<file path="src/rtl/servo_pkg.sv">
// servo_pkg: opcodes, pulse-width size and FSM state types shared by the servo command sequencer.
package servo_pkg;
    localparam int PW_W = 12;
    localparam logic [7:0] OP_POS = 8'hB0;
    localparam logic [7:0] OP_STEP = 8'hB1;
    localparam logic [7:0] OP_STOP = 8'hB2;
    localparam logic [7:0] OP_SWEEP = 8'hA1;
    typedef enum logic {P_IDLE, P_OPERAND} parse_state_t;
    typedef enum logic [1:0] {M_HOLD, M_RAMP, M_SWEEP_OUT, M_SWEEP_BACK} motion_state_t;
endpackage

</file>
<file path="src/rtl/servo_cmd_sequencer_if.sv">
// servo_cmd_sequencer_if: byte stream from spi_slave (rx_valid is a 1-cycle strobe qualifying rx_data).
interface servo_cmd_sequencer_if;
    logic [7:0] rx_data;
    logic rx_valid;
    modport master(output rx_data, rx_valid);
    modport slave(input rx_data, rx_valid);
endinterface

</file>
<file path="src/rtl/servo_pulse_gen.sv">
// servo_pulse_gen: 1 us timebase, frame counter and registered servo pulse; width latched at each frame wrap.
module servo_pulse_gen
    import servo_pkg::*;
#(
    parameter int CLK_HZ = 25_000_000,
    parameter int FRAME_US = 20000,
    parameter int RST_PW = 1500
) (
    input logic clk,
    input logic rst,
    input logic [PW_W-1:0] pulse_us,
    output logic servo_pin,
    output logic frame_tick
);
    localparam int DIV = CLK_HZ / 1_000_000;
    localparam int DW = $clog2(DIV + 1);
    localparam int FW = $clog2(FRAME_US);
    logic [DW-1:0] div_q;
    logic [FW-1:0] us_q;
    logic [PW_W-1:0] pw_q;
    logic pin_q;
    logic us_tick;
    assign us_tick = div_q == DW'(DIV - 1);
    assign frame_tick = us_tick && us_q == FW'(FRAME_US - 1);
    assign servo_pin = pin_q;
    always_ff @(posedge clk) begin
        if (rst) begin
            div_q <= '0;
            us_q <= '0;
            pw_q <= PW_W'(RST_PW);
            pin_q <= 1'b0;
        end else begin
            div_q <= us_tick ? '0 : div_q + 1'b1;
            us_q <= frame_tick ? '0 : us_q + FW'(us_tick);
            if (frame_tick) pw_q <= pulse_us;
            pin_q <= 32'(us_q) < 32'(pw_q);
        end
    end
endmodule

</file>
<file path="src/rtl/servo_cmd_sequencer.sv">
// servo_cmd_sequencer: parses SPI command bytes and ramps the servo pulse width toward each target.
// Define CMD_TIMEOUT_EN to abandon a missing operand after TIMEOUT_CYC clocks with a cmd_err pulse.
module servo_cmd_sequencer
    import servo_pkg::*;
#(
    parameter int CLK_HZ = 25_000_000,
    parameter int FRAME_US = 20000,
    parameter int MIN_US = 1000,
    parameter int MAX_US = 2000,
    parameter int DEF_STEP_US = 10
`ifdef CMD_TIMEOUT_EN
    , parameter int TIMEOUT_CYC = 250000
`endif
) (
    input logic clk,
    input logic rst,
    servo_cmd_sequencer_if.slave rx,
    output logic servo_pin,
    output logic [PW_W-1:0] pulse_us,
    output logic busy,
    output logic cmd_err,
    output logic led_verde,
    output logic led_verm
);
    localparam logic [PW_W-1:0] PMIN = PW_W'(MIN_US);
    localparam logic [PW_W-1:0] PMAX = PW_W'(MAX_US);
    localparam logic [PW_W-1:0] PMID = PW_W'((MIN_US + MAX_US) / 2);
    localparam logic [7:0] PSTEP = 8'(DEF_STEP_US);
    parse_state_t p_q, p_d;
    motion_state_t m_q, m_d;
    logic is_step_q, is_step_d, err_q, err_d;
    logic [PW_W-1:0] pulse_q, pulse_d, tgt_q, tgt_d;
    logic [7:0] step_q, step_d;
    logic cmd_pos, cmd_step, cmd_stop, cmd_sweep, frame_tick;
    logic signed [12:0] diff;
    logic [12:0] mag, pos_raw;
    servo_pulse_gen #(.CLK_HZ(CLK_HZ), .FRAME_US(FRAME_US), .RST_PW((MIN_US + MAX_US) / 2)) u_pg (
        .clk(clk), .rst(rst), .pulse_us(pulse_q), .servo_pin(servo_pin), .frame_tick(frame_tick)
    );
`ifdef CMD_TIMEOUT_EN
    localparam int TW = $clog2(TIMEOUT_CYC + 1);
    localparam logic [TW-1:0] TO_LAST = TW'(TIMEOUT_CYC - 1);
    logic [TW-1:0] to_q;
    always_ff @(posedge clk) begin
        if (rst) to_q <= '0;
        else to_q <= (p_q == P_OPERAND && !rx.rx_valid) ? to_q + 1'b1 : '0;
    end
`endif
    always_comb begin
        p_d = p_q;
        is_step_d = is_step_q;
        err_d = 1'b0;
        cmd_pos = 1'b0;
        cmd_step = 1'b0;
        cmd_stop = 1'b0;
        cmd_sweep = 1'b0;
        if (rx.rx_valid && p_q == P_OPERAND) begin
            p_d = P_IDLE;
            cmd_pos = !is_step_q;
            cmd_step = is_step_q;
        end else if (rx.rx_valid) begin
            if (rx.rx_data == OP_POS || rx.rx_data == OP_STEP) begin
                p_d = P_OPERAND;
                is_step_d = rx.rx_data == OP_STEP;
            end else begin
                cmd_stop = rx.rx_data == OP_STOP;
                cmd_sweep = rx.rx_data == OP_SWEEP;
                err_d = !(cmd_stop || cmd_sweep);
            end
`ifdef CMD_TIMEOUT_EN
        end else if (p_q == P_OPERAND && to_q == TO_LAST) begin
            p_d = P_IDLE;
            err_d = 1'b1;
`endif
        end
    end
    // The ramp sees the old target; a command arriving in the same cycle lands on top of it.
    always_comb begin
        m_d = m_q;
        pulse_d = pulse_q;
        tgt_d = tgt_q;
        step_d = step_q;
        diff = $signed({1'b0, tgt_q}) - $signed({1'b0, pulse_q});
        mag = diff[12] ? 13'(-diff) : 13'(diff);
        pos_raw = 13'(MIN_US) + {3'b000, rx.rx_data, 2'b00};
        if (frame_tick) begin
            pulse_d = mag <= {5'b0, step_q} ? tgt_q
                    : diff[12] ? pulse_q - {4'b0, step_q} : pulse_q + {4'b0, step_q};
            if (m_q != M_HOLD && pulse_d == tgt_q) begin
                m_d = m_q == M_SWEEP_OUT ? M_SWEEP_BACK : M_HOLD;
                tgt_d = m_q == M_SWEEP_OUT ? PMIN : tgt_q;
            end
        end
        if (cmd_pos) begin
            tgt_d = pos_raw > 13'(MAX_US) ? PMAX : pos_raw[PW_W-1:0];
            m_d = M_RAMP;
        end
        if (cmd_stop) begin
            tgt_d = pulse_d;
            m_d = M_HOLD;
        end
        if (cmd_sweep) begin
            tgt_d = PMAX;
            m_d = M_SWEEP_OUT;
        end
        if (cmd_step) step_d = rx.rx_data == 8'd0 ? 8'd1 : rx.rx_data;
    end
    always_ff @(posedge clk) begin
        if (rst) begin
            p_q <= P_IDLE;
            is_step_q <= 1'b0;
            err_q <= 1'b0;
            m_q <= M_HOLD;
            pulse_q <= PMID;
            tgt_q <= PMID;
            step_q <= PSTEP;
        end else begin
            p_q <= p_d;
            is_step_q <= is_step_d;
            err_q <= err_d;
            m_q <= m_d;
            pulse_q <= pulse_d;
            tgt_q <= tgt_d;
            step_q <= step_d;
        end
    end
    assign pulse_us = pulse_q;
    assign cmd_err = err_q;
    assign busy = pulse_q != tgt_q || m_q == M_SWEEP_OUT || m_q == M_SWEEP_BACK;
    assign led_verde = !busy;
    assign led_verm = busy;
endmodule

</file>
<file path="src/flat_wrapper.sv">
// flat-port wrapper written by rule: the top's interface ports become plain ports
module servo_cmd_sequencer_flat import servo_pkg::*;
#(
    parameter int CLK_HZ = 25_000_000,
    parameter int FRAME_US = 20000,
    parameter int MIN_US = 1000,
    parameter int MAX_US = 2000,
    parameter int DEF_STEP_US = 10

)
  (clk, rst, servo_pin, pulse_us, busy, cmd_err, led_verde, led_verm, rx_rx_data, rx_rx_valid);
  servo_cmd_sequencer_if rx_i ();
  input logic clk;
  input logic rst;
  output logic servo_pin;
  output logic [PW_W-1:0] pulse_us;
  output logic busy;
  output logic cmd_err;
  output logic led_verde;
  output logic led_verm;
  input wire logic [$bits(rx_i.rx_data)-1:0] rx_rx_data;
  input wire logic [$bits(rx_i.rx_valid)-1:0] rx_rx_valid;
  assign rx_i.rx_data = rx_rx_data;
  assign rx_i.rx_valid = rx_rx_valid;
  servo_cmd_sequencer #(.CLK_HZ(CLK_HZ), .FRAME_US(FRAME_US), .MIN_US(MIN_US), .MAX_US(MAX_US), .DEF_STEP_US(DEF_STEP_US)) u_core (.clk(clk), .rst(rst), .rx(rx_i), .servo_pin(servo_pin), .pulse_us(pulse_us), .busy(busy), .cmd_err(cmd_err), .led_verde(led_verde), .led_verm(led_verm));
endmodule
</file>
<file path="config.mk">
export PLATFORM = sky130hd
export DESIGN_NAME = servo_cmd_sequencer_flat
export DESIGN_NICKNAME = d
export VERILOG_FILES = /design/src/rtl/servo_pkg.sv /design/src/rtl/servo_cmd_sequencer_if.sv /design/src/rtl/servo_pulse_gen.sv /design/src/rtl/servo_cmd_sequencer.sv /design/src/flat_wrapper.sv
export SDC_FILE = /design/constraint.sdc
export NUM_CORES = 1
export LEC_CHECK = 0
export CORE_MARGIN = 4
export CORE_UTILIZATION = 50
export CTS_BUF_LIST = sky130_fd_sc_hd__clkbuf_4
export CTS_CLUSTER_SIZE = 30
export DETAILED_ROUTE_END_ITERATION = 8
export PLACE_DENSITY = 0.71
export SYNTH_ARGS = -nofsm -noshare
export SYNTH_HDL_FRONTEND = slang
export SYNTH_SLANG_ARGS = --single-unit
</file>
<file path="constraint.sdc">
create_clock -name clk -period 4.5 [get_ports clk]
set_input_delay 1.125 -clock clk [delete_from_list [all_inputs] [get_ports clk]]
set_output_delay 1.125 -clock clk [all_outputs]
set_load 0.01 [all_outputs]
</file>
; Word level (Yosys, flattened, before mapping)
; Cells that the tools add are included.
[totals]
reg_bits = 70
in_bits = 11
word_cells = 93
[classes]
addsub = 7
order_cmp = 3
n_eq_ne = 10
muxes = 26
bitwise = 2
n_reduce_logical = 32
[ops]
columns = cell, count
row1 = 2-to-1 mux 12 bit, 9
row2 = equality test 8 bit (second input constant), 4
row3 = adder 15 x 1 -> 15 bit, 1
row4 = equality test 15 bit (second input constant), 1
row5 = less-than comparator 15 x 12 -> 1 bit, 1
row6 = > comparator 13 x 11 -> 1 bit (second input constant), 1
row7 = <= comparator 13 x 8 -> 1 bit, 1
row8 = 2-to-1 mux 13 bit, 1
row9 = negator 13 bit, 1
row10 = subtractor 12 x 12 -> 13 bit, 1
row11 = adder 12 x 8 -> 12 bit, 1
row12 = equality test 12 bit, 1
row13 = 2-to-1 mux 2 bit, 6
row14 = != test 12 bit, 1
row15 = nonzero test 4 bit, 3
row16 = subtractor 12 x 8 -> 12 bit, 1
row17 = adder 10 x 10 -> 11 bit (first input constant), 1
row18 = 2-to-1 mux 10 bit, 1
row19 = AND reduction 3 bit, 3
row20 = nonzero test 3 bit, 3
row21 = logical NOT 8 bit, 1
row22 = 2-to-1 mux 1 bit, 8
row23 = 2-to-1 mux 8 bit, 1
row24 = OR reduction 2 bit, 4
row25 = other kinds (11), 24

; Logic depth before layout (Yosys ltp)
; Gate-level depths: netlist of the first run.
[depth]
word_depth = 12
ltp_mapped = 22
mapped_depth_nobuf = 20

; Cells and area by module
; A second synthesis of the first run with hierarchy kept.
[unflattened]
cells_unflattened = 699
hier_area_um2 = 5685.5
[modules_own_cells]
columns = module, n_inst, cells_per_inst, area_per_inst_um2
row1 = servo_cmd_sequencer, 1, 511, 3973.8
row2 = servo_pulse_gen, 1, 188, 1711.6

; Worst setup path before layout of the first run
; Ideal clock, no wire load.
[synth_timing]
kind = register to register
start = reg u_core.tgt_q[0]
end = reg u_core.tgt_q[4]
setup_ns = 0.122
arrival_time_ns = 4.873
required_time_ns = 4.378
slack_ns = -0.495
path_stages_with_launch = 23
n_path_buf = 2
period_less_slack_ns = 4.995
cell_sequence = dfxtp_1 inv_1 ha_1 fa_1 nand2b_1 a21oi_1 nor3_1 o31a_1 clkbuf_1 a41oi_1 xnor2_1 ha_1 clkbuf_1 a21oi_1 a2bb2oi_1 o31ai_1 or4_4 a2111oi_4 o2111ai_1 nor4_2 a32o_2 a21oi_4 a221o_1
[synth_via]
elab_chain_len = 9
elab_cells_between_ends = 12
cone_classes = add/sub (2) / order compare (1) / eq/ne (1) / mux (5) / reduce/logical (3)
[synth_lines]
columns = item, line_no
row1 = from (decl), servo_cmd_sequencer.sv:32  ; logic [PW_W-1:0] pulse_q, pulse_d, tgt_q, tgt_d;
row2 = from (signal assigned), servo_cmd_sequencer.sv:123  ; tgt_q <= tgt_d;
row3 = subtractor 12 x 12 -> 13 bit, servo_cmd_sequencer.sv:83  ; diff = $signed({1'b0, tgt_q}) - $signed({1'b0, pulse_q});
row4 = negator 13 bit, servo_cmd_sequencer.sv:84  ; mag = diff[12] ? 13'(-diff) : 13'(diff);
row5 = 2-to-1 mux 13 bit, servo_cmd_sequencer.sv:84
row6 = <= comparator 13 x 8 -> 1 bit, servo_cmd_sequencer.sv:87  ; pulse_d = mag <= {5'b0, step_q} ? tgt_q
row7 = 2-to-1 mux 12 bit, servo_cmd_sequencer.sv:87
row8 = equality test 12 bit, servo_cmd_sequencer.sv:89  ; if (m_q != M_HOLD && pulse_d == tgt_q) begin
row9 = logical AND 1 bit, servo_cmd_sequencer.sv:89
row10 = nonzero test 3 bit (no source line), n/a
row11 = AND reduction 3 bit (no source line), n/a
; Several ways; a longest one is shown, not always the timed one.
; A chain may end at the register's enable or synchronous reset.

; Worst setup path in the final report of the first run
[layout_timing]
start = reg u_core.tgt_q[0]
end = reg u_core.tgt_q[3]
[layout_via]
elab_chain_len = 9
elab_cells_between_ends = 13
cone_classes = add/sub (2) / order compare (1) / eq/ne (1) / mux (6) / reduce/logical (3)
[layout_lines]
columns = item, line_no
row1 = subtractor 12 x 12 -> 13 bit, servo_cmd_sequencer.sv:83
row2 = negator 13 bit, servo_cmd_sequencer.sv:84
row3 = 2-to-1 mux 13 bit, servo_cmd_sequencer.sv:84
row4 = <= comparator 13 x 8 -> 1 bit, servo_cmd_sequencer.sv:87
row5 = 2-to-1 mux 12 bit, servo_cmd_sequencer.sv:87
row6 = equality test 12 bit, servo_cmd_sequencer.sv:89
row7 = logical AND 1 bit, servo_cmd_sequencer.sv:89
row8 = nonzero test 4 bit (no source line), n/a
row9 = AND reduction 3 bit (no source line), n/a
; Several ways; a longest one is shown, not always the timed one.

==> impl_metrics.py, run 1 <==
metrics = {
    "outcome": {
        "status": "finished, violations left",
        "violations": "negative setup slack",
    },
    "timing": {
        "slew_violations": 0,
        "grt_setup_unrepaired": "yes",
        "period_minus_slack_ps": 4714,
        "hold_viol": 0,
        "fin_ws_ps": -214.5,
        "setup_viol": 24,
        "skew_ps": 15.07,
        "worst_pin_slew_ps": 833.4,
        "finalCritPeriodShare_pct": 104.8,
        "max_slew_margin_pct": 44.44,
        "fin_tns_setup_ps": -2902,
        "max_freq_mhz": 212.1,
    },
    "yosys": {
        "syn_inst": 700,
        "synth_top_area_share_pct": 25.67,
        "yosysWarnings": 0,
        "synthSimpleGateAreaFrac_pct": 22.90,
        "synth_ff_type": "dfxtp_1",
        "synth_fa_ha_area_share_pct": 11.96,
        "synthMuxAreaShare_pct": 2.888,
        "synth_xor_area_share_pct": 9.306,
        "syn_nets": 762,
        "yosysTopAreaCell": "dfxtp_1",
        "ys_seq_area_share_pct": 25.67,
        "synth_enable_flop_cells": 0,
        "synthTopCellsByArea": "dfxtp_1, ha_1, nand2_1, xnor2_1, nor2_1",
        "syn_area_mm2": 0.005459,
        "synthArstFlopShare_pct": 0,
        "synth_cell_types": 74,
        "synth_top_family_by_area": "simple AND/OR/NAND/NOR gates",
        "synth_compound_area_share_pct": 21.66,
        "synth_seq_cells": 70,
        "synth_area_per_cell_um2": 7.799,
    },
    "worst_setup_path": {
        "crit_slowest_cell": "or4b_4",
        "cp_max_fo": 7,
        "crit_path_end_kind": "flop",
        "cpPeakStageDelay_ps": 510,
        "startpoint": "u_core.tgt_q[0]$_SDFFE_PP0P_",
        "crit_type": "reg2reg",
        "rr_endpoint": "u_core.tgt_q[3]$_SDFFE_PP1P_",
        "crit_path_start_kind": "flop",
        "r2r_slack_ps": -210,
        "crit_top_cell": "o21a_1",
        "r2r_start": "u_core.tgt_q[0]$_SDFFE_PP0P_",
        "worst-r2r-cell-count": 23,
        "path_cells": "inv_2, ha_4, fa_2, nand2b_4, a21oi_4, nor3_4, o31a_1, buf_4, nand2_2, xor2_1, ha_1, o21a_1, o21a_1, o22ai_1, a31o_2, nand3_2, or4b_4, o31ai_4, buf_12, buf_16, mux2i_2, a31oi_1, a211oi_2",
        "worstPathArrival_ps": 5100,
        "cp.required_ps": 4890,
        "endpoint": "u_core.tgt_q[3]$_SDFFE_PP1P_",
    },
    "drt": {
        "postRouteAntennaNets": 0,
        "vias": 5746,
        "first_iter_violations": 399,
        "dr.pass1.iters": 6,
        "routed_wl_mm": 18.23,
        "drc_errors": 0,
        "via_per_inst": 5.875,
        "wire_per_inst_um": 18.63,
    },
    "clocking": {
        "cts_made_buffers": 9,
        "htreeDepth": 3,
        "cts-hold-fix-buffers": 0,
        "clkTransAtPathRegs_ps": 120,
        "cts_buffer_depth": 2,
        "cts_tree": "built",
        "clock_latency_ps": 460,
        "cts_root_buffer": "clkbuf_4",
        "cts.sinks": 70,
    },
    "layout": {
        "insertedDiodeCount": 0,
        "fill_cells": 844,
        "final_cell_area_mm2": 0.007237,
        "stdcell_count": 978,
        "area_growth_pct": 32.57,
        "finalNetCount": 899,
        "drive_gt1_share_pct": 26.48,
    },
    "floorplanning": {
        "dieArea_mm2": 0.01265,
        "fp.dieH_um": 112.5,
        "fp-row-count": 37,
        "core_mm2": 0.01046,
        "io_pins": 28,
        "die_x_um": 112.5,
        "start_util_pct": 52.18,
    },
    "global_route": {
        "grt_overflow": 0,
        "grtUsageMet1_pct": 34.88,
        "track_usage_pct": 28.41,
        "grt_util_met3_pct": 7.817,
        "grt_first_pass_wirelength_mm": 28.55,
        "grt_max_degree": 24,
        "gr-max-usage-layer": "met2",
        "grt_pass1_vias": 5598,
        "use_met2_pct": 47.32,
        "antenna_found_initial": 0,
    },
    "power_and_ir_drop": {
        "pwr-share-clk_pct": 28.8,
        "p_int_uw": 851.9,
        "ir_worst_vdd_mv": 0.1728,
        "power.density_mw_per_mm2": 167.9,
        "p_leak_nw": 3.280,
        "swShare_pct": 29.89,
        "comb_power_share_pct": 19.7,
        "switchingPower_uw": 363.2,
        "p_seq_share_pct": 51.5,
    },
    "place": {
        "placed_area_mm2": 0.006698,
        "dp_slack_ps": -268.0,
        "gp_congestion": 1.040,
        "port_buffers": 27,
        "dp_hpwl_mm": 14.07,
        "place_inst": 948,
    },
    "flow_run": {
        "maxCapViolations": 0,
    },
    "min_path": {
        "hold_path_class": "reg2reg",
    },
}
## power groups by stage
stage / sequential, mW / clock, mW / combinational (mW)
6_report: 0.626 / 0.350 / 0.239
5_1_grt: 0.626 / 0.382 / 0.254
4_1_cts: 0.626 / 0.351 / 0.226
3_5_place_dp: 0.640 / 0 / 0.183
3_3_place_gp: 0.639 / 0 / 0.180
2_1_floorplan: 0.640 / 0 / 0.107
## critical path, delay by kind of cell, from the launching register on
kind	cells	cell delay, ps
buffers and inverters	4	500
XOR/XNOR	1	160
adder cells (fa/ha/maj)	3	760
multiplexers	1	250
flip-flops	1	350
AO/OA/AOI/OAI	9	1740
AND/OR/NAND/NOR	5	870
## flip-flops by register name, indices dropped and copies added (netlist names)
signal / cells
u_core.u_pg.us_q: 15
u_core.pulse_us: 12
u_core.tgt_q: 12
u_core.u_pg.pw_q: 12
u_core.step_q: 8
u_core.u_pg.div_q: 5
u_core.m_q: 2
u_core.cmd_err: 1
u_core.is_step_q: 1
u_core.p_q: 1
u_core.u_pg.servo_pin: 1
## Yosys cell counts, drive strengths merged, types with 5 or more instances
library cell and number:
a211oi 6, a21o 9, a21oi 47, a31o 5, a31oi 9, and2 7, and3 8, clkbuf 21
dfxtp 70, ha 49, inv 55, mux2 6, mux2i 9, nand2 82, nand2b 9, nand3 28
nand4 11, nor2 66, nor3 10, nor4 7, o211ai 22, o21a 5, o21ai 26, or3 8
xnor2 31, xor2 27
## worst min-delay path by stage
stage                     slack, ps                               from  cells past startpoint                                 to
after floorplan                 430    u_core.u_pg.div_q[0]$_SDFF_PP0_                      1    u_core.u_pg.div_q[0]$_SDFF_PP0_
after global placement          440  u_core.u_pg.pw_q[11]$_SDFFE_PP0P_                      2  u_core.u_pg.pw_q[11]$_SDFFE_PP0P_
after detailed placement        450  u_core.u_pg.pw_q[11]$_SDFFE_PP0P_                      2  u_core.u_pg.pw_q[11]$_SDFFE_PP0P_
after CTS                       470   u_core.u_pg.pw_q[1]$_SDFFE_PP0P_                      2   u_core.u_pg.pw_q[1]$_SDFFE_PP0P_
after global routing            490  u_core.u_pg.pw_q[11]$_SDFFE_PP0P_                      2  u_core.u_pg.pw_q[11]$_SDFFE_PP0P_
final                           460   u_core.u_pg.pw_q[1]$_SDFFE_PP0P_                      2   u_core.u_pg.pw_q[1]$_SDFFE_PP0P_
## metal layers
metal	vias up	routed length, µm	share of wire, %
li1	2774	-	-
met1	2706	7773	43
met2	208	8682	48
met3	58	1124	6.2
met4	0	645	3.5
met5	-	0	0
## area by class of cell
type / instances / area [µm²] / share of cell area (%)
Clock inverter: 7 / 41.29 / 0.5705
Inverter: 55 / 206.4 / 2.853
Tap cell: 136 / 170.2 / 2.351
Sequential cell: 70 / 1411 / 19.50
Multi-Input combinational cell: 550 / 4079 / 56.36
Clock buffer: 9 / 67.56 / 0.9336
Timing Repair Buffer: 151 / 1261 / 17.43
## stage by stage
step | hold slack, ps | total power [mW] | utilization (%)
global placement | 441.2 | 0.8198 | 64.02
CTS | 465.8 | 1.203 | 67.78
detailed placement | 450.5 | 0.8231 | 64.02
finish | 464.9 | 1.215 | 69.17
global route | 492.5 | 1.262 | 69.17
floorplan | 429.7 | 0.7464 | -
## cells by family (layout without fill, tap and decap cells)
| logic type | Yosys count | in the layout |
|---|---|---|
| AND/OR/NAND/NOR | 255 | 255 |
| AO/OA/AOI/OAI | 171 | 171 |
| buffers and inverters | 80 | 222 |
| flip-flops | 70 | 70 |
| XOR/XNOR | 58 | 58 |
| adder cells (fa/ha/maj) | 51 | 51 |
| multiplexers | 15 | 15 |
## what timing repair did
action / 4_1_cts / 5_1_grt
endpoints found under the setup margin: 24 / 26
hold endpoints to repair: 0 / 0
setup buffers: 5 / 8
pin swaps: 32 / 19
gates cloned: 1 / 0
gates resized for setup: 52 / 22
## cell usage in the layout (no fill, tap or decap), drive strengths merged, types with 10 or more instances in the layout
cell and count:
o211ai 22, inv 55, o21ai 26, ha 49, nand4 11, clkdlybuf4s50 27
xnor2 31, a21oi 47, nor3 10, buf 124, nand2 82, nand3 28
xor2 27, dfxtp 70, nor2 66
No activity file was read; power rests on OpenSTA's default activity.
==> inputs of run 2 (changes only) <==
Settings changed: GPL_TIMING_DRIVEN set to 0.
==> impl_metrics.py, run 2 (same netlist as run 1, synthesis figures left out) <==
metrics = {
    "power_and_ir_drop": {
        "swShare_pct": 29.69,
        "ir_worst_vdd_mv": 0.2081,
        "power.density_mw_per_mm2": 185.6,
        "comb_power_share_pct": 17.6,
        "p_leak_nw": 2.909,
        "p_int_uw": 895.1,
        "switchingPower_uw": 378.0,
        "p_seq_share_pct": 48.9,
        "pwr-share-clk_pct": 33.5,
    },
    "worst_setup_path": {
        "cp_max_fo": 5,
        "crit_path_start_kind": "flop",
        "startpoint": "u_core.tgt_q[1]$_SDFFE_PP0P_",
        "path_cells": "inv_1, fa_2, nand2b_4, a21oi_2, xor2_1, nor3_1, a21oi_4, xnor2_2, ha_1, o21a_1, o21a_1, o22ai_1, a31o_2, nand3_2, or4b_4, o31ai_4, buf_6, buf_4, mux2i_1, a31oi_1, a211oi_2",
        "cpPeakStageDelay_ps": 510,
        "cp.required_ps": 4900,
        "r2r_start": "u_core.tgt_q[1]$_SDFFE_PP0P_",
        "crit_top_cell": "o21a_1",
        "crit_slowest_cell": "or4b_4",
        "crit_path_end_kind": "flop",
        "worstPathArrival_ps": 5160,
        "crit_type": "reg2reg",
    },
    "timing": {
        "max_slew_margin_pct": 26.14,
        "finalCritPeriodShare_pct": 105.9,
        "fin_tns_setup_ps": -3698,
        "worst_pin_slew_ps": 1099,
        "fin_ws_ps": -266.1,
        "hold_viol": 0,
        "grt_setup_unrepaired": "yes",
        "setup_viol": 22,
        "period_minus_slack_ps": 4766,
        "max_freq_mhz": 209.8,
        "slew_violations": 0,
        "skew_ps": 18.60,
    },
    "place": {
        "port_buffers": 26,
        "place_inst": 862,
        "dp_hpwl_mm": 12.62,
        "gp_congestion": 0.9781,
    },
    "global_route": {
        "antenna_found_initial": 0,
        "grt_pass1_vias": 5186,
        "track_usage_pct": 26.46,
        "grt_overflow": 0,
        "grt_first_pass_wirelength_mm": 26.53,
        "grt_max_degree": 14,
    },
    "drt": {
        "dr.pass1.iters": 5,
        "postRouteAntennaNets": 0,
        "routed_wl_mm": 17.18,
        "wire_per_inst_um": 18.90,
        "first_iter_violations": 384,
        "via_per_inst": 6.069,
        "vias": 5517,
        "drc_errors": 0,
    },
    "layout": {
        "insertedDiodeCount": 0,
        "largest_register_ffs": 15,
        "layout_common_cells": "nand2_1, nor2_1, dfxtp_1",
        "fill_cells": 923,
        "largest-register": "u_core.u_pg.us_q",
        "area_growth_pct": 25.67,
        "layout_commonest_cell": "nand2_1",
        "drive_gt1_share_pct": 21.22,
        "seq_area_mm2": 0.001430,
        "multi_input_area_mm2": 0.004242,
        "stdcell_count": 909,
        "finalNetCount": 830,
    },
    "floorplanning": {
        "fp-row-count": 37,
        "dieArea_mm2": 0.01265,
        "io_pins": 28,
        "start_util_pct": 52.18,
        "core_mm2": 0.01046,
        "die_x_um": 112.5,
        "fp.dieH_um": 112.5,
    },
    "flow_run": {
        "maxCapViolations": 0,
    },
    "clocking": {
        "clkTransAtPathRegs_ps": 130,
        "cts_root_buffer": "clkbuf_4",
        "cts.sinks": 70,
        "cts_made_buffers": 9,
        "clock_latency_ps": 470,
        "cts_tree": "built",
        "cts_buffer_depth": 2,
        "htreeDepth": 3,
    },
    "min_path": {
        "worstHoldStart": "u_core.u_pg.pw_q[5]$_SDFFE_PP0P_",
        "hold_path_class": "reg2reg",
    },
    "outcome": {
        "violations": "negative setup slack",
        "status": "finished, violations left",
    },
}
[run 2: layer usage]
layer / vias up / GRT usage, % / wire (µm)
met5: - / 0 / 0
met4: 0 / 11.38 / 776
met3: 49 / 5.283 / 1236
met2: 233 / 44.46 / 7876
met1: 2595 / 32.88 / 7289
li1: 2640 / - / -
[run 2: cell type report]
type / instances / share of cell area [%]
plain buffers: 20 / 1.824
clock buffers: 9 / 0.9849
clock inverters: 7 / 1.058
inverters: 55 / 3.009
multi-input cells: 551 / 61.83
flip-flops and latches: 70 / 20.85
well taps: 136 / 2.480
repair buffers: 61 / 7.970
[run 2: worst max-delay path: cells and delay by family, from the launching register on]
family                     cells  cell delay (ps)
muxes                          1              220
xor gates and xnor gates       2              270
and+or+nand+nor                4             1210
buffers and inverters          3              440
adders and majority gates      2              710
DFF                            1              480
AOI/OAI and AO/OA              9             1370
[run 2: what timing repair did]
| item | CTS | global route |
|---|---|---|
| gates cloned | 2 | 1 |
| pin swaps | 17 | 20 |
| setup buffers | 21 | 12 |
| setup endpoints to repair | 26 | 26 |
| hold buffers | 0 | 0 |
| resized for setup | 67 | 54 |
[run 2: final timing paths]
path / end / slack, ps / cells past startpoint
hold / removal: u_core.u_pg.pw_q[5]$_SDFFE_PP0P_ / 470 / 2
setup reg to reg: u_core.tgt_q[3]$_SDFFE_PP1P_ / -270 / 21
setup / recovery: u_core.tgt_q[3]$_SDFFE_PP1P_ / -270 / 21
hold reg to reg: u_core.u_pg.pw_q[5]$_SDFFE_PP0P_ / 470 / 2
[run 2: power by group through the flow]
| stage | clock network [mW] | logic [mW] | registers [mW] |
|---|---|---|---|
| final | 0.426 | 0.224 | 0.623 |
| after global routing | 0.457 | 0.238 | 0.624 |
| after CTS | 0.429 | 0.196 | 0.623 |
| after detailed placement | 0 | 0.157 | 0.640 |
| after global placement | 0 | 0.155 | 0.640 |
| after floorplan | 0 | 0.107 | 0.640 |
[run 2: metrics by stage]
step / cell area, µm² / utilization (%) / hold slack, ps / setup slack [ps] / power [mW]
after detailed placement: 5974 / 57.10 / 446.1 / -904.3 / 0.7974
after CTS: 6549 / 62.59 / 464.0 / -187.2 / 1.249
final: 6860 / 65.57 / 468.6 / -266.1 / 1.273
after global routing: 6860 / 65.57 / 479.8 / -465.6 / 1.318
after global placement: 5974 / 57.10 / 443.6 / -893.9 / 0.7945
after floorplan: 5544 / - / 429.7 / -134.8 / 0.7464
==> inputs of run 3 (changes only) <==
Settings changed: CORE_MARGIN 4 to 8, CORE_UTILIZATION 50 to 57, PLACE_DENSITY 0.71 to 0.79.
Clock period 4.5 ns to 3.9 ns, I/O delays scaled along.
==> impl_metrics.py, run 3 (same netlist as run 1, synthesis figures left out) <==
metrics = {
    "flow_run": {
        "maxCapViolations": 0,
    },
    "power_and_ir_drop": {
        "power.density_mw_per_mm2": 206.1,
        "p_leak_nw": 2.973,
        "power_mw": 1.465,
        "ir_worst_vdd_mv": 0.1918,
    },
    "place": {
        "dp_slack_ps": -1580,
        "gp_congestion": 1.064,
        "dp_hpwl_mm": 12.76,
        "placed_area_mm2": 0.006030,
        "port_buffers": 26,
        "place_inst": 855,
    },
    "layout": {
        "insertedDiodeCount": 0,
        "largest_register_ffs": 15,
        "fill_cells": 667,
        "area_growth_pct": 30.25,
        "seq_area_mm2": 0.001443,
        "stdcell_count": 915,
        "drive_gt1_share_pct": 25.32,
        "layout_common_cells": "nand2_1, nor2_1, dfxtp_1",
        "final_cell_area_mm2": 0.007111,
        "multi_input_area_mm2": 0.004398,
        "largest-register": "u_core.u_pg.us_q",
        "finalNetCount": 843,
        "layout_commonest_cell": "nand2_1",
    },
    "floorplanning": {
        "die_x_um": 113.9,
        "fp-row-count": 35,
        "dieArea_mm2": 0.01297,
        "core_mm2": 0.009284,
        "start_util_pct": 58.80,
        "io_pins": 28,
        "fp.dieH_um": 113.9,
    },
    "outcome": {
        "violations": "negative setup slack",
        "status": "finished, violations left",
    },
    "drt": {
        "via_per_inst": 6.158,
        "vias": 5635,
        "postRouteAntennaNets": 0,
        "drc_errors": 0,
        "first_iter_violations": 555,
        "wire_per_inst_um": 19.27,
        "routed_wl_mm": 17.63,
        "dr.pass1.iters": 5,
    },
    "worst_setup_path": {
        "cp_max_fo": 5,
        "worstPathArrival_ps": 5260,
        "crit_path_end_kind": "flop",
        "crit_type": "reg2reg",
        "crit_path_start_kind": "flop",
        "cp.required_ps": 4240,
    },
    "timing": {
        "fin_ws_ps": -1025,
        "worst_pin_slew_ps": 1065,
        "hold_viol": 0,
        "finalCritPeriodShare_pct": 126.3,
        "grt_setup_unrepaired": "yes",
        "slew_violations": 0,
        "max_slew_margin_pct": 28.42,
        "max_freq_mhz": 203.0,
        "period_minus_slack_ps": 4925,
        "setup_viol": 26,
        "skew_ps": 8.739,
    },
    "clocking": {
        "cts_buffer_depth": 2,
        "cts_tree": "built",
        "cts_made_buffers": 9,
        "cts.sinks": 70,
        "htreeDepth": 3,
        "cts-hold-fix-buffers": 0,
        "clkTransAtPathRegs_ps": 120,
        "clock_latency_ps": 430,
        "cts_root_buffer": "clkbuf_4",
    },
    "min_path": {
        "hold_path_class": "reg2reg",
    },
    "global_route": {
        "grt_pass1_vias": 5276,
        "track_usage_pct": 26.28,
        "antenna_found_initial": 0,
        "grt_overflow": 0,
        "grt_max_degree": 13,
        "grt_first_pass_wirelength_mm": 27.05,
    },
}
==> run 3: cell count changes in the layout (fill, tap and decap cells not counted), moves of 3 or more <==
cell,delta
o221ai_2,-3
ha_2,+3
xnor2_2,+4
dfxtp_1,-4
xnor2_1,-4
o221ai_1,+3
nor2_1,-3
ha_1,-6
clkinvlp_4,+4
a211oi_2,-3
buf_4,+14
dfxtp_4,+3
ha_4,+3
==> run 3: per-stage QoR <==
stage               TNS (ps)  utilization, %  hold WS [ps]
floorplan             -11780               -         429.7
global placement      -30450           64.95         442.1
detailed placement    -30280           64.95         448.6
CTS                   -20900           72.32         465.7
global route          -25740           76.59         488.4
finish                -22520           76.59         465.5
==> run 3: what timing repair did <==
action	4_1_cts	5_1_grt
resized for setup	77	60
endpoints found under the hold margin	0	0
setup endpoints to repair	28	28
setup buffers	25	24
pin swaps	26	32
cloned	2	0
==> run 3: path summary, 6_finish.rpt <==
kind         cells past startpoint  slack, ps                               end                             start
min reg2reg                      2        470  u_core.u_pg.pw_q[9]$_SDFFE_PP0P_  u_core.u_pg.pw_q[9]$_SDFFE_PP0P_
max reg2reg                     22      -1030      u_core.tgt_q[1]$_SDFFE_PP0P_      u_core.tgt_q[0]$_SDFFE_PP0P_
max                             22      -1030      u_core.tgt_q[1]$_SDFFE_PP0P_      u_core.tgt_q[0]$_SDFFE_PP0P_
min                              2        470  u_core.u_pg.pw_q[9]$_SDFFE_PP0P_  u_core.u_pg.pw_q[9]$_SDFFE_PP0P_
==> run 3: final cells by class <==
class / instances / share of cell area [%]
sequential: 70 / 20.29
clock buffer: 10 / 1.056
multi-input combinational: 551 / 61.85
timing repair buffer: 75 / 9.045
tap: 129 / 2.270
buffer: 19 / 1.548
inverter: 55 / 3.062
clock inverter: 6 / 0.8798
==> run 3: report_power, final <==
| part | total, mW | internal, mW | leakage (nW) | switching (mW) |
|---|---|---|---|---|
| Combinational | 0.269 | 0.130 | 2.34 | 0.139 |
| Clock | 0.479 | 0.200 | 0.0684 | 0.279 |
| Sequential | 0.717 | 0.713 | 0.566 | 0.00359 |
| Total | 1.47 | 1.04 | 2.97 | 0.422 |
==> run 3: critical path, stage by stage (launching register included) <==
cell and delay (ps):
dfxtp_4 380, inv_2 50, ha_4 160, fa_2 340, nand2b_4 170, a21oi_4 160
nor3_4 60, o31a_1 300, buf_8 160, a41oi_4 190, xnor2_2 150, ha_4 320
buf_4 120, nor2_1 40, a22oi_1 240, o211ai_1 250, a2111oi_4 400, o2111ai_2 200
nor4_4 370, a32o_2 290, buf_4 140, a21oi_4 80, a31o_2 240
==> run 3: layer usage <==
| metal | GRT usage, % | share of wire (%) | routed length (µm) |
|---|---|---|---|
| met2 | 43.47 | 47 | 8272 |
| met1 | 32.17 | 42 | 7478 |
| met4 | 9.938 | 3.5 | 617 |
| met3 | 6.445 | 7.2 | 1261 |
| met5 | 0 | 0 | 0 |
